[src/rtl/dsi_packet_assembler.sv]
// DSI short/long packet builder: header word {ECC,WC,DI}, payload words, then a 16-bit CRC word.
// Header is visible one cycle after start acceptance; the output register holds while out_ready is low.
module ecc_calc (
  input  logic [23:0] data,
  output logic [7:0]  ecc
);
  assign ecc[0] = data[0] ^ data[1] ^ data[2] ^ data[4] ^ data[5] ^ data[7] ^ data[10] ^
                  data[11] ^ data[13] ^ data[16] ^ data[20] ^ data[21] ^ data[22] ^ data[23];
  assign ecc[1] = data[0] ^ data[1] ^ data[3] ^ data[4] ^ data[6] ^ data[8] ^ data[10] ^
                  data[12] ^ data[14] ^ data[17] ^ data[20] ^ data[21] ^ data[22] ^ data[23];
  assign ecc[2] = data[0] ^ data[2] ^ data[3] ^ data[5] ^ data[6] ^ data[9] ^ data[11] ^
                  data[12] ^ data[15] ^ data[18] ^ data[20] ^ data[21] ^ data[22];
  assign ecc[3] = data[1] ^ data[2] ^ data[3] ^ data[7] ^ data[8] ^ data[9] ^ data[13] ^
                  data[14] ^ data[15] ^ data[19] ^ data[20] ^ data[21] ^ data[23];
  assign ecc[4] = data[4] ^ data[5] ^ data[6] ^ data[7] ^ data[8] ^ data[9] ^ data[16] ^
                  data[17] ^ data[18] ^ data[19] ^ data[20] ^ data[22] ^ data[23];
  assign ecc[5] = data[10] ^ data[11] ^ data[12] ^ data[13] ^ data[14] ^ data[15] ^ data[16] ^
                  data[17] ^ data[18] ^ data[19] ^ data[21] ^ data[22] ^ data[23];
  assign ecc[7:6] = 2'b00;
endmodule

// CRC-16 x^16+x^12+x^5+1, LSB-first (reflected 0x8408), over bytes 0..bytes_number of data.
module crc_calculator (
  input  logic [15:0] crc_in,
  input  logic [31:0] data,
  input  logic [1:0]  bytes_number,
  output logic [15:0] crc_out
);
  logic fb;
  always_comb begin
    crc_out = crc_in;
    fb      = 1'b0;
    for (int b = 0; b < 4; b++) begin
      if (b[1:0] <= bytes_number) begin
        for (int k = 0; k < 8; k++) begin
          fb      = crc_out[0] ^ data[8*b+k];
          crc_out = {1'b0, crc_out[15:1]} ^ (fb ? 16'h8408 : 16'h0000);
        end
      end
    end
  end
endmodule

module dsi_packet_assembler #(
  parameter logic [15:0] CRC_SEED = 16'hFFFF
) (
  input  logic        clk,
  input  logic        reset_n,
  input  logic        abort,
  input  logic        pkt_start,
  input  logic [7:0]  pkt_di,
  input  logic [15:0] pkt_wc,
  input  logic        pkt_long,
  output logic        pkt_ready,
  input  logic [31:0] pld_data,
  input  logic        pld_valid,
  output logic        pld_ready,
  output logic [31:0] out_data,
  output logic [1:0]  out_bytes,
  output logic        out_last,
  output logic        out_valid,
  input  logic        out_ready
);
  typedef enum logic [1:0] {IDLE, HDR, PLD, CRC} state_t;

  state_t      state;
  logic [15:0] remaining;
  logic [15:0] crc;
  logic [15:0] crc_next;
  logic        is_long;
  logic        out_free;
  logic        pld_acc;
  logic [1:0]  pld_n1;
  logic [7:0]  hdr_ecc;
  logic [31:0] pld_masked;

  assign out_free  = !out_valid || out_ready;
  assign pkt_ready = (state == IDLE);
  // Payload is fetched while the header drains so header and first payload word go out back to back.
  assign pld_ready = !abort && out_free && (remaining != 16'd0) && (state == HDR || state == PLD);
  assign pld_acc   = pld_valid && pld_ready;
  assign pld_n1    = (remaining >= 16'd4) ? 2'd3 : (remaining[1:0] - 2'd1);

  always_comb begin
    pld_masked = pld_data;
    if (pld_n1 < 2'd3) pld_masked[31:24] = 8'h00;
    if (pld_n1 < 2'd2) pld_masked[23:16] = 8'h00;
    if (pld_n1 < 2'd1) pld_masked[15:8]  = 8'h00;
  end

  ecc_calc u_ecc (
    .data ({pkt_wc, pkt_di}),
    .ecc  (hdr_ecc)
  );

  crc_calculator u_crc (
    .crc_in       (crc),
    .data         (pld_data),
    .bytes_number (pld_n1),
    .crc_out      (crc_next)
  );

  always_ff @(posedge clk or negedge reset_n) begin
    if (!reset_n) begin
      state     <= IDLE;
      out_valid <= 1'b0;
      out_last  <= 1'b0;
      out_data  <= '0;
      out_bytes <= '0;
      remaining <= '0;
      crc       <= CRC_SEED;
      is_long   <= 1'b0;
    end else if (abort) begin
      state     <= IDLE;
      out_valid <= 1'b0;
      out_last  <= 1'b0;
      remaining <= '0;
    end else begin
      case (state)
        IDLE: if (pkt_start) begin
          out_data  <= {hdr_ecc, pkt_wc[15:8], pkt_wc[7:0], pkt_di};
          out_bytes <= 2'd3;
          out_last  <= !pkt_long;
          out_valid <= 1'b1;
          remaining <= pkt_long ? pkt_wc : 16'd0;
          is_long   <= pkt_long;
          crc       <= CRC_SEED;
          state     <= HDR;
        end
        HDR, PLD: begin
          if (pld_acc) begin
            out_data  <= pld_masked;
            out_bytes <= pld_n1;
            out_last  <= 1'b0;
            out_valid <= 1'b1;
            remaining <= remaining - {14'd0, pld_n1} - 16'd1;
            crc       <= crc_next;
            state     <= PLD;
          end else if (out_free) begin
            if (remaining != 16'd0) begin
              out_valid <= 1'b0;
            end else if (is_long) begin
              out_data  <= {16'h0000, crc};
              out_bytes <= 2'd1;
              out_last  <= 1'b1;
              out_valid <= 1'b1;
              state     <= CRC;
            end else begin
              out_valid <= 1'b0;
              out_last  <= 1'b0;
              state     <= IDLE;
            end
          end
        end
        CRC: if (out_free) begin
          out_valid <= 1'b0;
          out_last  <= 1'b0;
          state     <= IDLE;
        end
        default: state <= IDLE;
      endcase
    end
  end
endmodule

[config.mk]
export PLATFORM = sky130hd
export DESIGN_NAME = dsi_packet_assembler
export DESIGN_NICKNAME = d
export VERILOG_FILES = /design/src/rtl/dsi_packet_assembler.sv
export SDC_FILE = /design/constraint.sdc
export NUM_CORES = 1
export LEC_CHECK = 0
export ABC_AREA = 1
export ABC_CLOCK_PERIOD_IN_PS = 3800
export BUFFER_PORTS_ARGS = -buffer_cell sky130_fd_sc_hd__buf_2
export CAP_MARGIN = 20
export CORE_AREA = 2 2 121 123
export CTS_CLUSTER_SIZE = 28
export DETAILED_ROUTE_END_ITERATION = 7
export DIE_AREA = 0 0 123 125
export PLACE_DENSITY_LB_ADDON = 0.2
export SYNTH_ARGS = -nofsm -noshare
export SYNTH_HDL_FRONTEND = slang
export SYNTH_SLANG_ARGS = --single-unit
[constraint.sdc]
create_clock -name clk -period 3.8 [get_ports clk]
set_input_delay 0.38 -clock clk [delete_from_list [all_inputs] [get_ports clk]]
set_output_delay 0.38 -clock clk [all_outputs]
set_load 0.02 [all_outputs]
# ---- Word level (Yosys, flattened, before mapping)
# Cells that the tools add are included.
dict set report op_classes {
  magnitude_cmp 8
  n_mux 82
  bitwise_logic 138
  n_reduce_logical 20
  eq_ne 13
  addsub 3
}
# op count
set ops {}
lappend ops {{two-way mux 16 bit} 42}
lappend ops {{XOR 15 x 16 -> 16 bit} 32}
lappend ops {{two-way mux 32 bit} 5}
lappend ops {{XOR 1 bit} 105}
lappend ops {{case mux 16 bit (2 select lines)} 2}
lappend ops {{case mux 32 bit (2 select lines)} 1}
lappend ops {{two-way mux 2 bit} 13}
lappend ops {{two-way mux 8 bit} 3}
lappend ops {{!= test 3 bit, second input constant} 6}
lappend ops {{greater-or-equal comparator 16 x 3 -> 1 bit, second input constant} 1}
lappend ops {{nonzero test 16 bit} 1}
lappend ops {{subtractor 16 x 1 -> 16 bit, second input constant} 1}
lappend ops {{subtractor 16 x 2 -> 16 bit} 1}
lappend ops {{two-way mux 1 bit} 12}
lappend ops {{AND reduction 3 bit} 3}
lappend ops {{!= test 4 bit, second input constant} 2}
lappend ops {{AND reduction 4 bit} 2}
lappend ops {{case mux 1 bit (3 select lines)} 2}
lappend ops {{case mux 2 bit (3 select lines)} 1}
lappend ops {{AND reduction 6 bit} 1}
lappend ops {{equality test 2 bit, second input constant} 2}
lappend ops {{less-or-equal comparator 1 x 2 -> 1 bit, first input constant} 2}
lappend ops {{less-or-equal comparator 2 bit, first input constant} 2}
lappend ops {{logical AND 1 bit} 4}
lappend ops {{other kinds (13)} 18}
dict set report totals {
  register_bits 71
  out_inout_bits 38
  elab_cells 272
  in_bits 63
}

# ---- Logic depth before layout (Yosys ltp)
# Gate-level depths: netlist (run 1).
dict set report depth {
  depth_word 102
  depth_mapped 28
  mapped_depth_nobuf 28
}

# ---- Hierarchy
# From an unflattened synthesis (run 1), not the netlist that was laid out.
dict set report hier_totals {
  hier_cells 1325
  hier_area_um2 7674.9
}
# module area_each_um2 instances cells_each seq_area_each_um2
set modules_own_cells {}
lappend modules_own_cells {dsi_packet_assembler 4180.3 1 597 1796.7}
lappend modules_own_cells {crc_calculator 2403.6 1 483 0.0}
lappend modules_own_cells {ecc_calc 1091.0 1 245 0.0}

# ---- Worst setup path before layout (run 1)
# No wires, ideal clock.
dict set report synth_path {
  kind {register to register}
  from {register remaining[0]}
  to {register remaining[15]}
  path_slack_ns 0.243
  setup_time_ns 0.141
  t_arrival_ns 3.416
  synth_period_minus_slack_ns 3.557
  n_path_buf 3
  path_stages_with_launch 18
  required_time_ns 3.659
  cell_sequence {dfrtp_1 > inv_1 > ha_1 > inv_1 > nor2_1 > clkbuf_1 > clkbuf_1 > buf_1 > ha_1 > a211o_1 > nor3_1 > nand2_1 > inv_1 > nand4_1 > nor2_1 > nor2_1 > a22oi_1 > o22ai_1}
}
dict set report synth_via {
  elab_chain_cells 7
  word_cells_on_any_way 14
  classes_between {add/sub: 3; order compare: 1; eq/ne: 1; mux: 4; reduce/logical: 5}
}
# element line_no
set synth_rtl {}
lappend synth_rtl {{start, declared} 67} ;# logic [15:0] remaining;
lappend synth_rtl {{start signal, assigned} 125} ;# remaining <= pkt_long ? pkt_wc : 16'd0;
lappend synth_rtl {{start signal, assigned} 136} ;# remaining <= remaining - {14'd0, pld_n1} - 16'd1;
lappend synth_rtl {{greater-or-equal comparator 16 x 3 -> 1 bit or subtractor 2 x 1 -> 2 bit (tied branches)} 82} ;# assign pld_n1 = (remaining >= 16'd4) ? 2'd3 : (remaining[1:0] - 2'd1);
lappend synth_rtl {{two-way mux 2 bit} 82}
lappend synth_rtl {{subtractor 16 x 2 -> 16 bit} 136}
lappend synth_rtl {{subtractor 16 x 1 -> 16 bit} 136}
lappend synth_rtl {{two-way mux 16 bit} 131} ;# if (pld_acc) begin
lappend synth_rtl {{case mux 16 bit (2 select lines)} 119} ;# case (state)
lappend synth_rtl {{two-way mux 16 bit} 113} ;# end else if (abort) begin
# Several ways; a longest one is shown, not always the timed one. The select of a mux whose other input is x is not followed.
# A chain may end at the register's enable or synchronous reset.

# ---- Worst setup path after layout (run 1)
dict set report layout_path {
  from {register remaining[0]}
  to {register out_data[29]}
}
dict set report layout_via {
  elab_chain_cells 6
  word_cells_on_any_way 15
  classes_between {add/sub: 1; order compare: 2; eq/ne: 3; mux: 4; reduce/logical: 5}
}
# element line_no
set layout_rtl {}
lappend layout_rtl {{greater-or-equal comparator 16 x 3 -> 1 bit, or another cell as far along} 82}
lappend layout_rtl {{two-way mux 2 bit or logical AND 1 bit (tied branches)} {82, 80}}
lappend layout_rtl {{< comparator 2 bit or logical AND 1 bit (tied branches)} {86, 80}}
lappend layout_rtl {{two-way mux 8 bit or logical AND 1 bit (tied branches)} {86, 81}}
lappend layout_rtl {{two-way mux 32 bit or != test 3 bit (tied branches)} n/a}
lappend layout_rtl {{case mux 32 bit (2 select lines) or AND reduction 6 bit (tied branches)} n/a}
lappend layout_rtl {{end signal, assigned} 121} ;# out_data <= {hdr_ecc, pkt_wc[15:8], pkt_wc[7:0], pkt_di};
lappend layout_rtl {{end signal, assigned} 132} ;# out_data <= pld_masked;
lappend layout_rtl {{end signal, assigned} 143} ;# out_data <= {16'h0000, crc};
lappend layout_rtl {{end, declared} 58} ;# output logic [31:0] out_data,
# Several ways; a longest one is shown, not always the timed one.

==> flow_summary_export.csv, run 1 <==
group,metric,value,unit
clocking,htreeDepth,3,
sta,maxSlewHeadroom,40.9,%
global_route,track_usage,30.1,%
clocking,post_cts_buffers,0,
outcome,status,"completed",
worst_setup_path,path_max_fanout,38,
logic_synthesis,synth-edff-count,0,
job,cap_violations,0,
sta,worst_pin_slew,0.883,ns
worst_setup_path,cp.required,4.02,ns
clocking,clk_pin_slew,0.06,ns
final_layout,design_area,0.00784,mm2
sta,rsz0062_at_grt,"no",
logic_synthesis,ys_ff_latch,71,
clocking,postCtsHoldBufs,0,
clocking,cts_tree,"built",
placement,port_buffers,100,
logic_synthesis,yosysWarnings,0,
worst_setup_path,startpoint_type,"flip-flop",
placement,place_area,0.00756,mm2
logic_synthesis,synth_ff_type,"dfrtp_1",
sta,period_share,86.5,%
final_layout,nets,1174,
worst_setup_path,cp.arrival,3.51,ns
final_layout,antenna_cells,0,
clocking,clk_latency,0.34,ns
logic_synthesis,synth_fp_nets,1083,
final_layout,layout_commonest_cell,"nand2_1",
floorplan,die_w,123,um
sta,period_minus_slack,3.29,ns
clocking,cts_buffer_depth,2,
floorplan,core-area,0.0142,mm2
hold_path,hp-class,"in2async",
detailed_routing,drcViolationCount,0,
clocking,root_buffer,"clkbuf_16",
placement,place_ws,0.548,ns
floorplan,num_rows,44,
logic_synthesis,synthArstFlopShare,100,%
placement,hpwl,18.4,mm
final_layout,drive_gt1_share,22.9,%
floorplan,initial_core_util,48.5,%
logic_synthesis,synth_largest_area_cell,"dfrtp_1",
clocking,cts_buffers,9,
global_route,grt_max_degree,51,
worst_setup_path,cp_slowest_cell,"a211oi_4",
logic_synthesis,ys_seq_area_share,26.1,%
worst_setup_path,path_cells,"inv_1, ha_1, nand3_1, nor3b_2, nand2_1, inv_2, nor2_1, nand2_1, inv_1, a211oi_4, buf_4, mux2_2",
detailed_routing,firstDrtPassIters,5,
logic_synthesis,synth_area,0.00689,mm2
sta,fin_hold_ws,0.0192,ns
global_route,grt_pass1_vias,6627,
sta,fin_skew,0.00905,ns
placement,gp_congestion,1.00,
global_route,grt_pass1_wl,35.6,mm
sta,hold_viol,0,
sta,worst_slack,0.512,ns
global_route,grt_overflow_total,0,
worst_setup_path,end_kind,"flip-flop",
detailed_routing,vias,7224,
detailed_routing,vias_per_cell,5.58,
worst_setup_path,critPathMaxStageDelay,0.67,ns
logic_synthesis,synth_top_area_share,20.0,%
global_route,grt_antenna_before_repair,0,
clocking,cts_resized,0,
detailed_routing,postRouteAntennaNets,0,
final_layout,area_growth,13.9,%
floorplan,die_area,0.0154,mm2
floorplan,die_h,125,um
final_layout,mostFrequentLayoutCells,"nand2_1 (237), inv_1 (137), nand3_1 (113), buf_2 (100), dfrtp_1 (55)",
logic_synthesis,syn_inst,1015,
clocking,cts_sinks,71,
sta,fmax,304,MHz
detailed_routing,wl_per_cell,17.7,um
detailed_routing,first_iter_violations,733,
floorplan,io_pins,101,
logic_synthesis,synthDistinctLibCells,47,
sta,timing.setup.tns,0,ns
worst_setup_path,crit_type,"reg2reg",
logic_synthesis,syn_avg_cell_area,6.78,um2
sta,slew_violations,0,
logic_synthesis,synthTopCellsByArea,"dfrtp_1 (20%), nand2_1 (13%), nand3_1 (8.2%)",
sta,finalSetupViolCount,0,
detailed_routing,wl,22.9,mm
[cell families after synthesis]
| logic type | synth area share [%] |
|---|---|
| adders and majority gates | 1.02 |
| and+or+nand+nor | 36.1 |
| buffers and inverters | 10.0 |
| AOI/OAI and AO/OA | 14.1 |
| xor gates and xnor gates | 10.4 |
| DFF | 26.1 |
| muxes | 2.29 |
[cell usage after synthesis (6+ instances only)]
master,instances
nand2_2,44
nand3_1,113
dfstp_2,16
xor2_1,41
nand2_1,237
o221ai_1,11
inv_2,8
o22ai_1,15
nand3b_1,6
nand2_4,10
nor2_1,50
mux2_2,14
buf_2,9
nand4_1,7
nand3_2,20
a22oi_1,13
o211ai_1,6
dfrtp_1,55
o21ai_0,50
nor3_1,12
inv_1,137
o21ai_1,6
a21oi_1,26
clkbuf_1,18
xnor2_1,41
[metal layers]
layer	track usage [%]	part of all wire, %
met5	0	0
met4	9.02	2.4
met3	3.10	6.6
met2	49.7	48
met1	41.4	43
[state kept, by name, summed over array words and instances (netlist names)]
signal / cells
out_last: 1
out_bytes: 2
is_long: 1
crc: 16
remaining: 16
state: 2
out_valid: 1
out_data: 32
[worst paths after layout]
| check | start | to | slack, ns | depth (start not counted) |
|---|---|---|---|---|
| min in group clk | pld_data[30] | out_data[30]$_DFFE_PN0P_ | 0.37 | 3 |
| max in group asynchronous | reset_n | out_data[3]$_DFFE_PN0P_ | 2.71 | 2 |
| min | reset_n | remaining[12]$_DFFE_PN0P_ | 0.02 | 1 |
| min reg2reg | out_data[2]$_DFFE_PN0P_ | out_data[2]$_DFFE_PN0P_ | 0.50 | 1 |
| max | remaining[0]$_DFFE_PN0P_ | out_data[29]$_DFFE_PN0P_ | 0.51 | 12 |
| max reg2reg | remaining[0]$_DFFE_PN0P_ | out_data[29]$_DFFE_PN0P_ | 0.51 | 12 |
[metrics by stage]
stage	utilization, %	cells
global placement	53.3	1279
finish	55.2	1295
global route	55.2	1295
detailed placement	53.3	1279
floorplan	-	1015
CTS	55.2	1295
[worst max-delay path: cells and delay by family (launching register included)]
family | cells | cell delay (ns)
fa+ha+maj | 1 | 0.22
compound gates | 1 | 0.67
mux | 1 | 0.37
buf+inv | 4 | 0.82
flops | 1 | 0.34
simple gates | 5 | 0.74
[final cells by class]
type	instances	area (um2)
clock buffers	12	246
clock inverters	4	31.3
fillers	1461	6360
inverters	148	556
multi-input cells	766	4410
flip-flops and latches	71	1800
well taps	184	230
repair buffers	110	576
Power of run 1 is not shown: default switching activity piles up to over one toggle a cycle in this logic, so the estimate is an artifact.
==> run 2, diff against run 1 <==
--- a/config.mk
+++ b/config.mk
@@ -9,10 +9,10 @@
 export ABC_CLOCK_PERIOD_IN_PS = 3800
 export BUFFER_PORTS_ARGS = -buffer_cell sky130_fd_sc_hd__buf_2
 export CAP_MARGIN = 20
-export CORE_AREA = 2 2 121 123
+export CORE_AREA = 2 2 117 119
 export CTS_CLUSTER_SIZE = 28
 export DETAILED_ROUTE_END_ITERATION = 7
-export DIE_AREA = 0 0 123 125
+export DIE_AREA = 0 0 119 121
 export PLACE_DENSITY_LB_ADDON = 0.2
 export SYNTH_ARGS = -nofsm -noshare
 export SYNTH_HDL_FRONTEND = slang
==> flow_summary_export.csv, run 2 (synthesis results as in run 1) <==
group,metric,value,unit
outcome,status,"completed",
floorplan,num_rows,42,
floorplan,io_pins,101,
final_layout,fin_util,60.6,%
floorplan,initial_core_util,52.6,%
sta,slew_violations,0,
worst_setup_path,path_cells,"xnor2_1, nand2_2, nand2_4, nand2_4, nand2_4, nand2_1, nand2_2, nand2_1, nand3_1, nand3_1, nand3_2, nand3_1, nand2_1, nand2_1, o21ai_0, nand3b_1, nand3_1, a21oi_2",
placement,place_area,0.00755,mm2
global_route,track_usage,32.2,%
placement,gp_congestion,0.990,
sta,period_minus_slack,3.21,ns
global_route,grt_pass1_vias,6769,
sta,timing.setup.tns,0,ns
sta,fmax,311,MHz
final_layout,n_fill_cell,1296,
detailed_routing,drcViolationCount,0,
detailed_routing,postRouteAntennaNets,0,
sta,period_share,84.6,%
final_layout,largest_register_ffs,32,
detailed_routing,vias_per_cell,5.67,
clocking,cts_sinks,71,
clocking,cts_buffers,9,
sta,hold_viol,0,
detailed_routing,wl,22.9,mm
final_layout,layout_commonest_cell,"nand2_1",
detailed_routing,wl_per_cell,17.8,um
job,cap_violations,0,
worst_setup_path,crit_type,"reg2reg",
worst_setup_path,r2r_slack,0.59,ns
final_layout,drive_gt1_share,23.0,%
final_layout,nets,1174,
clocking,root_buffer,"clkbuf_16",
sta,finalSetupViolCount,0,
worst_setup_path,r2r-end,"crc[1]$_DFFE_PN1P_",
worst_setup_path,end_kind,"flip-flop",
global_route,grt_antenna_before_repair,1,
floorplan,die_area,0.0144,mm2
floorplan,die_w,119,um
placement,hpwl,18.2,mm
final_layout,area_growth,15.1,%
worst_setup_path,reg2reg_from,"crc[2]$_DFFE_PN1P_",
floorplan,core-area,0.0131,mm2
final_layout,mostFrequentLayoutCells,"nand2_1 (237), inv_1 (137), nand3_1 (113), buf_2 (100), dfrtp_1 (55)",
placement,port_buffers,100,
final_layout,top_register,"out_data",
worst_setup_path,critPathMaxStageDelay,0.63,ns
final_layout,design_area,0.00793,mm2
clocking,cts_tree,"built",
hold_path,hp-class,"in2async",
sta,rsz0062_at_grt,"no",
final_layout,top_regs,"out_data (32), crc (16), remaining (16)",
worst_setup_path,cp.arrival,3.49,ns
clocking,clk_latency,0.34,ns
floorplan,die_h,121,um
worst_setup_path,cp.required,4.08,ns
global_route,grt_overflow_total,0,
worst_setup_path,cp_slowest_cell,"dfstp_2",
clocking,clk_pin_slew,0.06,ns
global_route,grt_max_degree,72,
clocking,htreeDepth,3,
clocking,post_cts_buffers,0,
worst_setup_path,r2r_cells,18,
clocking,cts_resized,0,
detailed_routing,firstDrtPassIters,5,
sta,maxSlewHeadroom,38.1,%
global_route,grt_pass1_wl,36.0,mm
detailed_routing,vias,7295,
clocking,postCtsHoldBufs,0,
sta,fin_skew,0.00927,ns
worst_setup_path,path_max_fanout,5,
final_layout,antenna_cells,0,
worst_setup_path,startpoint_type,"flip-flop",
clocking,cts_buffer_depth,2,
sta,worst_pin_slew,0.928,ns
detailed_routing,first_iter_violations,602,
-- run 2: cell types whose count changed in the layout (fill, tap and decap cells not counted), sizes merged --
| cell | previous run | this run |
|---|---|---|
| inv | 146 | 145 |
| clkbuf | 12 | 11 |
| clkinv | 3 | 4 |
| bufinv | 0 | 4 |
| clkinvlp | 3 | 0 |
-- run 2: cell type report --
class / instances / area (um2) / share of cell area, %
Multi-Input combinational cell: 766 / 4410 / 55.6
Sequential cell: 71 / 1800 / 22.7
Timing Repair Buffer: 110 / 576 / 7.26
Inverter: 148 / 556 / 7.01
Clock buffer: 11 / 243 / 3.06
Tap cell: 176 / 220 / 2.78
Clock inverter: 5 / 129 / 1.63
-- run 2: per-stage QoR --
| step | instances | setup slack [ns] | hold WS, ns |
|---|---|---|---|
| global route | 1287 | 0.324 | 0.368 |
| finish | 1287 | 0.586 | 0.261 |
| floorplan | 1015 | 0.243 | 0.0844 |
| global placement | 1271 | 0.535 | 0.475 |
| CTS | 1287 | 0.662 | 0.309 |
| detailed placement | 1271 | 0.654 | 0.479 |
-- run 2: how the worst max path moves through the flow --
stage                                         from                        end  slack [ns]
after floorplan           remaining[0]$_DFFE_PN0P_  remaining[15]$_DFFE_PN0P_        0.24
after global placement                 pld_data[2]         crc[1]$_DFFE_PN1P_        0.53
after detailed placement               pld_data[2]         crc[1]$_DFFE_PN1P_        0.65
after CTS                       crc[2]$_DFFE_PN1P_         crc[1]$_DFFE_PN1P_        0.66
after global routing            crc[3]$_DFFE_PN1P_         crc[1]$_DFFE_PN1P_        0.32
final                           crc[2]$_DFFE_PN1P_         crc[1]$_DFFE_PN1P_        0.59
-- run 2: per-layer routing --
| layer | GRT usage (%) | share of wire, % | up-vias |
|---|---|---|---|
| met5 | 0 | 0 | - |
| met1 | 42.3 | 41 | 3449 |
| met2 | 52.9 | 48 | 281 |
| met4 | 14.5 | 4.3 | 0 |
| met3 | 4.46 | 6.6 | 51 |
| li1 | - | - | 3514 |
-- run 2: worst max-delay path: cells and delay by family (launching register included) --
kind / cells / cell delay, ns
compound gates: 2 / 0.63
xor+xnor: 1 / 0.28
flops: 1 / 0.63
simple gates: 15 / 1.60
Power of run 2 is left out for the same reason.
